[src/rtl/tsbus_nibble_rx.sv]
// tsbus_nibble_rx: receiver for the shared 4-bit tristate nibble bus.
// Samples and acknowledges nibbles, assembles four of them LSB-first into a
// 16-bit word, and presents the word on a valid/ready interface. While a
// word is held, bus_ack is withheld so the transmitter keeps its nibble driven.
// Optional feature: define TSBUS_RX_PARITY_EN to append and check an XOR
// parity nibble (5-nibble frames, par_err on mismatch).
module tsbus_nibble_rx #(
  parameter int unsigned GAP_MAX = 8
) (
  input  logic        clk,
  input  logic        rst_n,
  input  logic [3:0]  bus_d,
  input  logic        bus_stb,
  output logic        bus_ack,
  output logic [15:0] word_data,
  output logic        word_valid,
  input  logic        word_ready,
  output logic        frame_err,
  output logic        par_err
);

  localparam int unsigned NIB_W  = 4;
  localparam int unsigned WORD_W = 16;
  localparam int unsigned CNT_W  = 3;
  localparam int unsigned GAP_W  = 8;

  // Index of the final nibble of a frame (parity nibble when enabled).
`ifdef TSBUS_RX_PARITY_EN
  localparam logic [CNT_W-1:0] LAST_CNT = CNT_W'(4);
`else
  localparam logic [CNT_W-1:0] LAST_CNT = CNT_W'(3);
`endif

  localparam logic [GAP_W-1:0] GAP_LIM = GAP_W'(GAP_MAX);

  typedef enum logic [1:0] {
    S_IDLE    = 2'd0,
    S_COLLECT = 2'd1,
    S_HOLD    = 2'd2
  } state_t;

  state_t              r_state;
  state_t              w_state_nxt;
  logic [CNT_W-1:0]    r_cnt;
  logic [CNT_W-1:0]    w_cnt_nxt;
  logic [GAP_W-1:0]    r_gap;
  logic [GAP_W-1:0]    w_gap_nxt;
  logic [GAP_W-1:0]    w_gap_inc;
  logic [WORD_W-1:0]   r_acc;
  logic [WORD_W-1:0]   w_acc_nxt;
  logic [WORD_W-1:0]   w_acc_ins;
  logic [WORD_W-1:0]   r_word_data;
  logic [WORD_W-1:0]   w_data_nxt;
  logic                r_word_valid;
  logic                w_valid_nxt;
  logic                r_ack;
  logic                w_ack_nxt;
  logic                r_ferr;
  logic                w_ferr_nxt;
`ifdef TSBUS_RX_PARITY_EN
  logic                r_perr;
  logic                w_perr_nxt;
  logic [NIB_W-1:0]    w_par;
`endif

  assign w_gap_inc = r_gap + GAP_W'(1);

`ifdef TSBUS_RX_PARITY_EN
  // Expected parity nibble: XOR of the four collected data nibbles.
  assign w_par = r_acc[3:0] ^ r_acc[7:4] ^ r_acc[11:8] ^ r_acc[15:12];
`endif

  // Accumulator with the current bus nibble written into slot r_cnt.
  always_comb begin
    w_acc_ins = r_acc;
    case (r_cnt)
      CNT_W'(0): w_acc_ins[3:0]   = bus_d;
      CNT_W'(1): w_acc_ins[7:4]   = bus_d;
      CNT_W'(2): w_acc_ins[11:8]  = bus_d;
      CNT_W'(3): w_acc_ins[15:12] = bus_d;
      default:   w_acc_ins        = r_acc;
    endcase
  end

  // Next-state and registered-output logic.
  always_comb begin
    w_state_nxt = r_state;
    w_cnt_nxt   = r_cnt;
    w_gap_nxt   = r_gap;
    w_acc_nxt   = r_acc;
    w_data_nxt  = r_word_data;
    w_valid_nxt = r_word_valid;
    w_ack_nxt   = 1'b0;
    w_ferr_nxt  = 1'b0;
`ifdef TSBUS_RX_PARITY_EN
    w_perr_nxt  = 1'b0;
`endif
    unique case (r_state)
      S_IDLE, S_COLLECT: begin
        if (bus_stb) begin
          w_ack_nxt = 1'b1;
          w_gap_nxt = '0;
          w_acc_nxt = w_acc_ins;
          if (r_cnt == LAST_CNT) begin
            w_cnt_nxt = '0;
`ifdef TSBUS_RX_PARITY_EN
            if (bus_d == w_par) begin
              w_state_nxt = S_HOLD;
              w_data_nxt  = r_acc;
              w_valid_nxt = 1'b1;
            end else begin
              w_state_nxt = S_IDLE;
              w_perr_nxt  = 1'b1;
              w_acc_nxt   = '0;
            end
`else
            w_state_nxt = S_HOLD;
            w_data_nxt  = w_acc_ins;
            w_valid_nxt = 1'b1;
`endif
          end else begin
            w_cnt_nxt   = r_cnt + CNT_W'(1);
            w_state_nxt = S_COLLECT;
          end
        end else if (r_state == S_COLLECT) begin
          // Idle cycle inside a frame: abort once the gap limit is reached.
          if (w_gap_inc == GAP_LIM) begin
            w_ferr_nxt  = 1'b1;
            w_cnt_nxt   = '0;
            w_gap_nxt   = '0;
            w_acc_nxt   = '0;
            w_state_nxt = S_IDLE;
          end else begin
            w_gap_nxt = w_gap_inc;
          end
        end
      end
      S_HOLD: begin
        // Strobes are ignored here; a strobe in the handshake cycle waits.
        if (r_word_valid && word_ready) begin
          w_valid_nxt = 1'b0;
          w_state_nxt = S_IDLE;
        end
      end
      default: begin
        w_state_nxt = S_IDLE;
        w_cnt_nxt   = '0;
        w_gap_nxt   = '0;
        w_valid_nxt = 1'b0;
      end
    endcase
  end

  // State and output registers; reset drops any partial frame.
  always_ff @(posedge clk or negedge rst_n) begin
    if (!rst_n) begin
      r_state      <= S_IDLE;
      r_cnt        <= '0;
      r_gap        <= '0;
      r_acc        <= '0;
      r_word_data  <= '0;
      r_word_valid <= 1'b0;
      r_ack        <= 1'b0;
      r_ferr       <= 1'b0;
`ifdef TSBUS_RX_PARITY_EN
      r_perr       <= 1'b0;
`endif
    end else begin
      r_state      <= w_state_nxt;
      r_cnt        <= w_cnt_nxt;
      r_gap        <= w_gap_nxt;
      r_acc        <= w_acc_nxt;
      r_word_data  <= w_data_nxt;
      r_word_valid <= w_valid_nxt;
      r_ack        <= w_ack_nxt;
      r_ferr       <= w_ferr_nxt;
`ifdef TSBUS_RX_PARITY_EN
      r_perr       <= w_perr_nxt;
`endif
    end
  end

  assign bus_ack    = r_ack;
  assign word_data  = r_word_data;
  assign word_valid = r_word_valid;
  assign frame_err  = r_ferr;
`ifdef TSBUS_RX_PARITY_EN
  assign par_err    = r_perr;
`else
  assign par_err    = 1'b0;
`endif

endmodule

[config.mk]
export PLATFORM = sky130hd
export DESIGN_NAME = tsbus_nibble_rx
export DESIGN_NICKNAME = d
export VERILOG_FILES = /design/src/rtl/tsbus_nibble_rx.sv
export SDC_FILE = /design/constraint.sdc
export NUM_CORES = 1
export LEC_CHECK = 0
export CORE_MARGIN = 1
export CORE_UTILIZATION = 45
export DETAILED_ROUTE_END_ITERATION = 12
export GPL_TIMING_DRIVEN = 0
export PLACE_DENSITY = 0.8
export SETUP_SLACK_MARGIN = 0.05
export SKIP_LAST_GASP = 1
export SYNTH_ARGS = -nofsm -noshare
export SYNTH_HDL_FRONTEND = slang
export SYNTH_SLANG_ARGS = --single-unit
[constraint.sdc]
create_clock -name clk -period 1.7 [get_ports clk]
set_clock_uncertainty 0.1 [all_clocks]
set_input_delay 0.255 -clock clk [delete_from_list [all_inputs] [get_ports clk]]
set_output_delay 0.255 -clock clk [all_outputs]
set_load 0.05 [all_outputs]
; ---- After elaboration in Yosys (flattened, before gate mapping)
; Index checks and enable logic that the tools add are counted.
[op_classes]
addsub = 2
n_eq_ne = 11
n_mux = 32
bitwise = 1
reduce_logical = 12
[op_table]
columns = cell, n
row1 = two-way mux 16 bit, 3
row2 = two-way mux 8 bit, 3
row3 = two-way mux 4 bit, 4
row4 = case mux 8 bit (2 select lines), 1
row5 = AND reduction 3 bit, 5
row6 = two-way mux 3 bit, 4
row7 = two-way mux 2 bit, 5
row8 = two-way mux 1 bit, 9
row9 = adder 8 x 1 -> 8 bit (second input constant), 1
row10 = equality test 8 x 4 -> 1 bit (second input constant), 1
row11 = equality test 3 x 2 -> 1 bit (second input constant), 2
row12 = != test 2 bit (second input constant), 3
row13 = != test 3 bit (second input constant), 2
row14 = case mux 3 bit (2 select lines), 1
row15 = case mux 2 bit (2 select lines), 1
row16 = nonzero test 2 bit, 2
row17 = adder 3 x 1 -> 3 bit (second input constant), 1
row18 = equality test 3 x 1 -> 1 bit (second input constant), 1
row19 = zero test 3 bit, 1
row20 = equality test 2 x 1 -> 1 bit (second input constant), 1
row21 = equality test 2 bit (second input constant), 1
row22 = zero test 2 bit, 1
row23 = case mux 1 bit (2 select lines), 1
row24 = AND reduction 2 bit, 1
row25 = other kinds (3), 3
[totals]
register_bits = 48
in_bits = 8
word_cells = 66

; ---- Depth between registers and ports, before layout
; Gate-level depths: netlist of the first run.
[logic_depth]
word_depth = 6
ltp_mapped = 7
ltp_nobuf = 6

; ---- Least setup slack after synthesis of the first run
; Ideal clock, no wire load.
[synth_timing]
kind = register to register
from = register r_gap[0]
to = register r_acc[2]
setup_ns = 0.122
t_arrival_ns = 1.664
required_ns = 1.478
setup_slack_ns = -0.186
path_stages_with_launch = 8
n_path_buf = 1
path_cell_list = dfrtp_1 -> ha_1 -> nand3_1 -> o21ai_2 -> o211ai_2 -> or2_0 -> buf_2 -> a32o_1
[synth_between]
elab_chain_cells = 4
[synth_lines]
columns = element, line
row1 = "start, declared", 46  ; logic [GAP_W-1:0] r_gap;
row2 = "start signal, assigned", 171  ; r_gap <= w_gap_nxt;
row3 = adder 8 x 1 -> 8 bit, 66  ; assign w_gap_inc = r_gap + GAP_W'(1);
row4 = equality test 8 x 4 -> 1 bit, 127  ; if (w_gap_inc == GAP_LIM) begin
row5 = nonzero test 2 bit (no source line), -
row6 = AND reduction 3 bit (no source line), -
row7 = "end signal, assigned", 172  ; r_acc <= w_acc_nxt;
row8 = "end, declared", 49  ; logic [WORD_W-1:0] r_acc;
; No other way between the ends.
; A chain may end at the register's enable or synchronous reset.

; ---- Worst setup path in the final report of the first run
[layout_timing]
from = register r_gap[4]
to = register r_acc[5]
; The elaborated chain is that of the path after synthesis.

==> flow_metrics.env, run 1 <==
export IMPL_combPwrFrac_pct=52.9
export IMPL_maxCapViolations=0
export IMPL_status="complete, but fails checks"
export IMPL_cp_arrival_ps=2020
export IMPL_cts_root_buf="clkbuf_8"
export IMPL_postRouteAntennaNets=0
export IMPL_grtUsageMet3_pct=4.282
export IMPL_async_flop_share_pct=100.0
export IMPL_peakVddDrop_mv=1.046
export IMPL_insertion_delay_ps=310
export IMPL_ys_warn_count=0
export IMPL_clk_pin_slew_worst_paths_ps=90
export IMPL_seqPwrFrac_pct=34.3
export IMPL_synth_main_ff_cell="dfrtp_1"
export IMPL_h_tree_depth=2
export IMPL_cp_max_fo=4
export IMPL_drc=0
export IMPL_power_switching_uw=2498
export IMPL_avgViaCountPerCell=5.606
export IMPL_antenna_found_initial=0
export IMPL_finalWirelength_um=5701
export IMPL_path_class="reg -> reg"
export IMPL_cts_buffer_depth=2
export IMPL_via_count=2080
export IMPL_place_ws_ps=-503.8
export IMPL_finalNetCount=316
export IMPL_leakagePower_uw=0.001307
export IMPL_worstMarginPinSlew_ps=509.4
export IMPL_first_pass_iters=4
export IMPL_synth_top_cell_area_share_pct=48.33
export IMPL_grt_overflow=0
export IMPL_maxSlewViolCount=0
export IMPL_synth_area_top_cells="dfrtp_1 (48%), nand2_1 (9.1%), nor2_1 (4.3%)"
export IMPL_start_util_pct=47.61
export IMPL_pwr_share_clk_pct=12.8
export IMPL_final_util_pct=62.22
export IMPL_period_needed_ps=1926
export IMPL_route_detailed_wl_per_inst_um=15.37
export IMPL_p_sw_share_pct=48.14
export IMPL_grtUsageTotal_pct=22.45
export IMPL_ios=28
export IMPL_dieArea_um2=5352
export IMPL_num_rows=25
export IMPL_die_w_um=73.16
export IMPL_busiest_layer="met2"
export IMPL_synth_seq_cells=44
export IMPL_finalCritPeriodShare_pct=113.3
export IMPL_seq_area_frac_synth_pct=48.33
export IMPL_required_ps=1790
export IMPL_core_area_um2=4786
export IMPL_p_int_uw=2690
export IMPL_syn_area_um2=2278
export IMPL_grt_max_degree=32
export IMPL_grt_pass1_wl_um=9108
export IMPL_syn_nets=264
export IMPL_hold_violations=0
export IMPL_first_global_vias=1901
export IMPL_timing_final_ws_setup_ps=-226.3
export IMPL_cts_buffers=5
export IMPL_drtIter0Drc=215
export IMPL_p_per_area_nw_per_um2=1742
export IMPL_clock_sinks=44
export IMPL_setup_violations=17
export IMPL_rsz0062_at_grt="true"
export IMPL_drive_gt1_share_pct=24.34
export IMPL_gp_congestion=0.8195
export IMPL_crit_path_start_kind="flop"
export IMPL_grtUsageMet1_pct=31.39
export IMPL_max_slew_margin_pct=66.17
export IMPL_syn_inst=251
export IMPL_diodes=0
export IMPL_synth_top_area_cell="dfrtp_1"
export IMPL_die_height_um=73.16
export IMPL_gr_usage_met2_pct=34.16
export IMPL_synth_area_per_cell_um2=9.077
export IMPL_cts_tree="yes"
export IMPL_dp_hpwl_um=3695
export IMPL_synth_distinct_cells=49
export IMPL_critPathCaptureType="flop"
export IMPL_ff2ff_setup_slack_ps=-230
export IMPL_hold_class="in -> async"
export IMPL_maxClockFrequency_mhz=519.1
export IMPL_syn2layout_area_growth_pct=30.70
export IMPL_port_buffers=26
export IMPL_synth_edf_count=0
export IMPL_violations="setup timing"
## worst paths after layout
| kind | depth (start not counted) | startpoint | end |
|---|---|---|---|
| worst max register to register | 6 | r_gap[4] | r_acc[5] |
| max in group asynchronous | 3 | rst_n | r_gap[0] |
| min in group clk | 1 | word_data[12] | word_data[12] |
| worst min register to register | 1 | word_data[12] | word_data[12] |
| worst max-delay path | 6 | r_gap[4] | r_acc[5] |
| worst min-delay path | 2 | rst_n | word_data[4] |
## routing by layer
metal	share of wire, %	routed length [um]
met5	0	0
met4	2.0	115
met3	5.3	301
met2	48	2711
met1	45	2573
## cells in the final DEF (no fill, tap or decap), types with 2 or more instances in the layout
cell,synthesis,layout
inv_1,4,4
clkinv_2,0,2
dlygate4sd2_1,0,19
clkdlybuf4s50_1,0,6
nor3_1,4,4
nand2_1,55,55
nand3_1,11,10
nand3b_1,2,2
mux2i_1,6,5
a21oi_2,0,3
a32o_1,4,4
o21ai_0,10,8
dfrtp_2,0,9
dfrtp_1,44,35
a31oi_1,10,10
mux2_2,2,2
a21oi_1,12,9
nor2_4,0,2
clkbuf_8,1,6
or2b_2,2,2
nor2_1,26,23
nand3_4,0,2
nor2b_1,4,3
ha_1,5,4
buf_2,1,5
buf_4,2,17
o211ai_1,9,9
buf_6,1,4
## worst max-delay path, stage by stage (launching register included)
cell     delay [ps]
dfrtp_2         450
or2_4           260
mux2i_2         190
nand4_1         160
or2_0           250
buf_2           150
a32o_1          270
## stage by stage
step	hold slack [ps]	total power [uW]	area [um2]	TNS (ps)	std cells
final	269.8	5188	2978	-1470	371
after global routing	319.4	5556	2978	-2664	371
after CTS	279.1	5095	2841	-1077	360
after detailed placement	71.15	4519	2693	-11980	345
after global placement	388.6	4434	2678	-50820	344
after floorplan	-140.6	3678	2333	-62.76	251
## sequential cells by signal, indices dropped and copies added, names as in the netlist
register,cells
frame_err,1
r_acc,12
word_valid,1
r_gap,8
r_cnt,3
r_state,2
word_data,16
bus_ack,1
## synth_stat cells (2+ instances only)
master / n
a21oi_1: 12
a31oi_1: 10
a32o_1: 4
buf_1: 2
buf_4: 2
clkbuf_1: 5
clkinv_1: 2
dfrtp_1: 44
ha_1: 5
inv_1: 4
mux2_2: 2
mux2i_1: 6
nand2_1: 55
nand2_2: 2
nand3_1: 11
nand3b_1: 2
nor2_1: 26
nor2b_1: 4
nor3_1: 4
o211ai_1: 9
o21ai_0: 10
or2b_2: 2
or3_1: 2
## cell type report
| class | instances | area, um2 |
|---|---|---|
| clock inverter | 3 | 18.77 |
| inverter | 6 | 26.28 |
| buffer | 12 | 83.83 |
| fill | 382 | 1808 |
| timing repair buffer | 45 | 400.4 |
| multi-input combinational | 189 | 1184 |
| sequential | 44 | 1112 |
| tap | 67 | 83.83 |
| clock buffer | 5 | 68.82 |
## logic make-up after synthesis
kind of cell	synth area share, %
AO/OA/AOI/OAI	16.91
XOR/XNOR	0.3845
adder cells (fa/ha/maj)	2.746
buffers and inverters	4.118
flip-flops	48.33
multiplexers	3.624
other	0.1646
AND/OR/NAND/NOR	23.72
## power groups by stage
stage	clock (uW)	sequential (uW)	combinational, uW
after detailed placement	0	1820	2700
after CTS	670	1770	2650
after global placement	0	1800	2640
after floorplan	0	2490	1190
after global routing	720	1840	3000
final	662	1780	2750
## timing repair
| action | in CTS | in global routing |
|---|---|---|
| hold buffers | 1 | 0 |
| hold endpoints to repair | 13 | 0 |
| setup buffers | 6 | 11 |
| setup endpoints to repair | 56 | 37 |
| gates resized for setup | 32 | 21 |
| pin swaps | 3 | 18 |
No activity file was read; power rests on OpenSTA's default activity.
==> inputs of run 2 (changes only) <==
- CTS_CLUSTER_DIAMETER: default -> 120
==> results of run 2 <==
No change in the layout: final DEF, timing and power equal those of run 1.
==> inputs of run 3 (changes only) <==
- REMOVE_ABC_BUFFERS: default -> 1
- SETUP_SLACK_MARGIN: 0.05 -> default
==> flow_metrics.env, run 3 (synthesis results as in run 1) <==
export IMPL_cts_buffer_depth=2
export IMPL_hold_violations=0
export IMPL_combPwrFrac_pct=52.5
export IMPL_final_common_cell="nand2_1"
export IMPL_via_count=2078
export IMPL_core_area_um2=4786
export IMPL_avgViaCountPerCell=5.709
export IMPL_grt_overflow=0
export IMPL_finalSetupTns_ps=-2346
export IMPL_nFillCells=389
export IMPL_critPathCaptureType="flop"
export IMPL_gp_congestion=0.7978
export IMPL_drtIter0Drc=230
export IMPL_maxCapViolations=0
export IMPL_ios=28
export IMPL_multiInputGateArea_um2=1196
export IMPL_status="complete, but fails checks"
export IMPL_die_w_um=73.16
export IMPL_leakagePower_uw=0.001313
export IMPL_regArea_um2=1107
export IMPL_cts_root_buf="clkbuf_8"
export IMPL_cp_arrival_ps=1950
export IMPL_p_per_area_nw_per_um2=1808
export IMPL_crit_path_start_kind="flop"
export IMPL_pwr_share_clk_pct=14.5
export IMPL_die_height_um=73.16
export IMPL_dieArea_um2=5352
export IMPL_path_class="reg -> reg"
export IMPL_peakVddDrop_mv=0.7724
export IMPL_syn2layout_area_growth_pct=31.85
export IMPL_finalCritPeriodShare_pct=110.1
export IMPL_dp_hpwl_um=3375
export IMPL_insertion_delay_ps=300
export IMPL_max_slew_margin_pct=62.93
export IMPL_num_rows=25
export IMPL_finalInstanceArea_um2=3004
export IMPL_cts_tree="yes"
export IMPL_first_pass_iters=4
export IMPL_diodes=0
export IMPL_route_detailed_wl_per_inst_um=16.45
export IMPL_grtUsageTotal_pct=23.65
export IMPL_timing_final_ws_setup_ps=-171.5
export IMPL_seqPwrFrac_pct=33.0
export IMPL_p_sw_share_pct=46.27
export IMPL_grt_max_degree=28
export IMPL_clk_pin_slew_worst_paths_ps=90
export IMPL_setup_violations=19
export IMPL_maxClockFrequency_mhz=534.3
export IMPL_grt_pass1_wl_um=9604
export IMPL_p_int_uw=2918
export IMPL_antenna_found_initial=0
export IMPL_required_ps=1770
export IMPL_largest_reg_flops=16
export IMPL_cts_buffers=5
export IMPL_rsz0062_at_grt="true"
export IMPL_h_tree_depth=2
export IMPL_hold_class="in -> async"
export IMPL_cp_max_fo=6
export IMPL_dpl_cell_area_um2=2591
export IMPL_violations="setup timing"
export IMPL_start_util_pct=47.61
export IMPL_period_needed_ps=1872
export IMPL_clock_sinks=44
export IMPL_final_cell_mix="nand2_1 (53), dfrtp_1 (39), nor2_1 (22), dlygate4sd2_1 (20), buf_4 (16)"
export IMPL_port_buffers=26
export IMPL_worstMarginPinSlew_ps=556.0
export IMPL_finalWirelength_um=5988
export IMPL_first_global_vias=1985
export IMPL_postRouteAntennaNets=0
export IMPL_maxSlewViolCount=0
export IMPL_drive_gt1_share_pct=22.56
export IMPL_finalNetCount=309
export IMPL_power_switching_uw=2513
export IMPL_drc=0
[run 3: worst max-delay path: stages, from the launching register on]
cell      delay [ps]
dfrtp_1          390
buf_6            130
nand3_4          110
nor4_4           340
o211ai_4         130
or2_4            290
a32o_1           250
[run 3: path summary, 6_finish.rpt]
| check | start | to | slack, ps | cells past startpoint |
|---|---|---|---|---|
| max | r_gap[0] | r_acc[4] | -170 | 6 |
| min | rst_n | word_data[12] | 390 | 2 |
| max reg2reg | r_gap[0] | r_acc[4] | -170 | 6 |
| min reg2reg | word_data[12] | word_data[12] | 410 | 1 |
| max in group asynchronous | rst_n | r_gap[3] | 580 | 3 |
| min in group clk | word_data[12] | word_data[12] | 410 | 1 |
[run 3: cell type report]
class | count | area share [%]
clock buffer | 6 | 2.416
clock inverter | 2 | 1.166
inverter | 6 | 0.9163
multi-input combinational | 189 | 39.82
sequential | 44 | 36.86
tap | 67 | 2.791
timing repair buffer | 50 | 16.03
[run 3: layer usage]
layer	up-vias	track usage (%)	part of all wire (%)
met5	-	0	0
li1	965	-	-
met1	996	31.09	40
met4	0	10.02	3.4
met3	26	3.591	6.7
met2	91	38.79	50
[run 3: repair_timing]
item	CTS	global route
hold endpoints to repair	21	0
endpoints found under the setup margin	62	26
gates resized for setup	52	6
pin swaps	21	7
buffers inserted	15	6
hold buffers	1	0
cloned	0	0
[run 3: metrics by stage]
step                cells  setup slack (ps)  utilization, %  power (uW)  hold WS [ps]
floorplan             239            -837.8               -        3560        -140.6
global placement      332             -1859           53.31        4261         389.3
CTS                   358            -110.7           61.46        5278         403.3
detailed placement    334             -1343           54.14        4381         172.0
finish                364            -171.5           62.77        5431         387.6
global route          364            -234.4           62.77        5747         421.5
[run 3: power groups by stage]
stage          Clock [uW]  Combinational, uW  Sequential, uW
4_1_cts               794               2700            1780
3_5_place_dp            0               2570            1810
5_1_grt               823               3080            1840
3_3_place_gp            0               2480            1780
6_report              790               2850            1790
2_1_floorplan           0               1080            2480
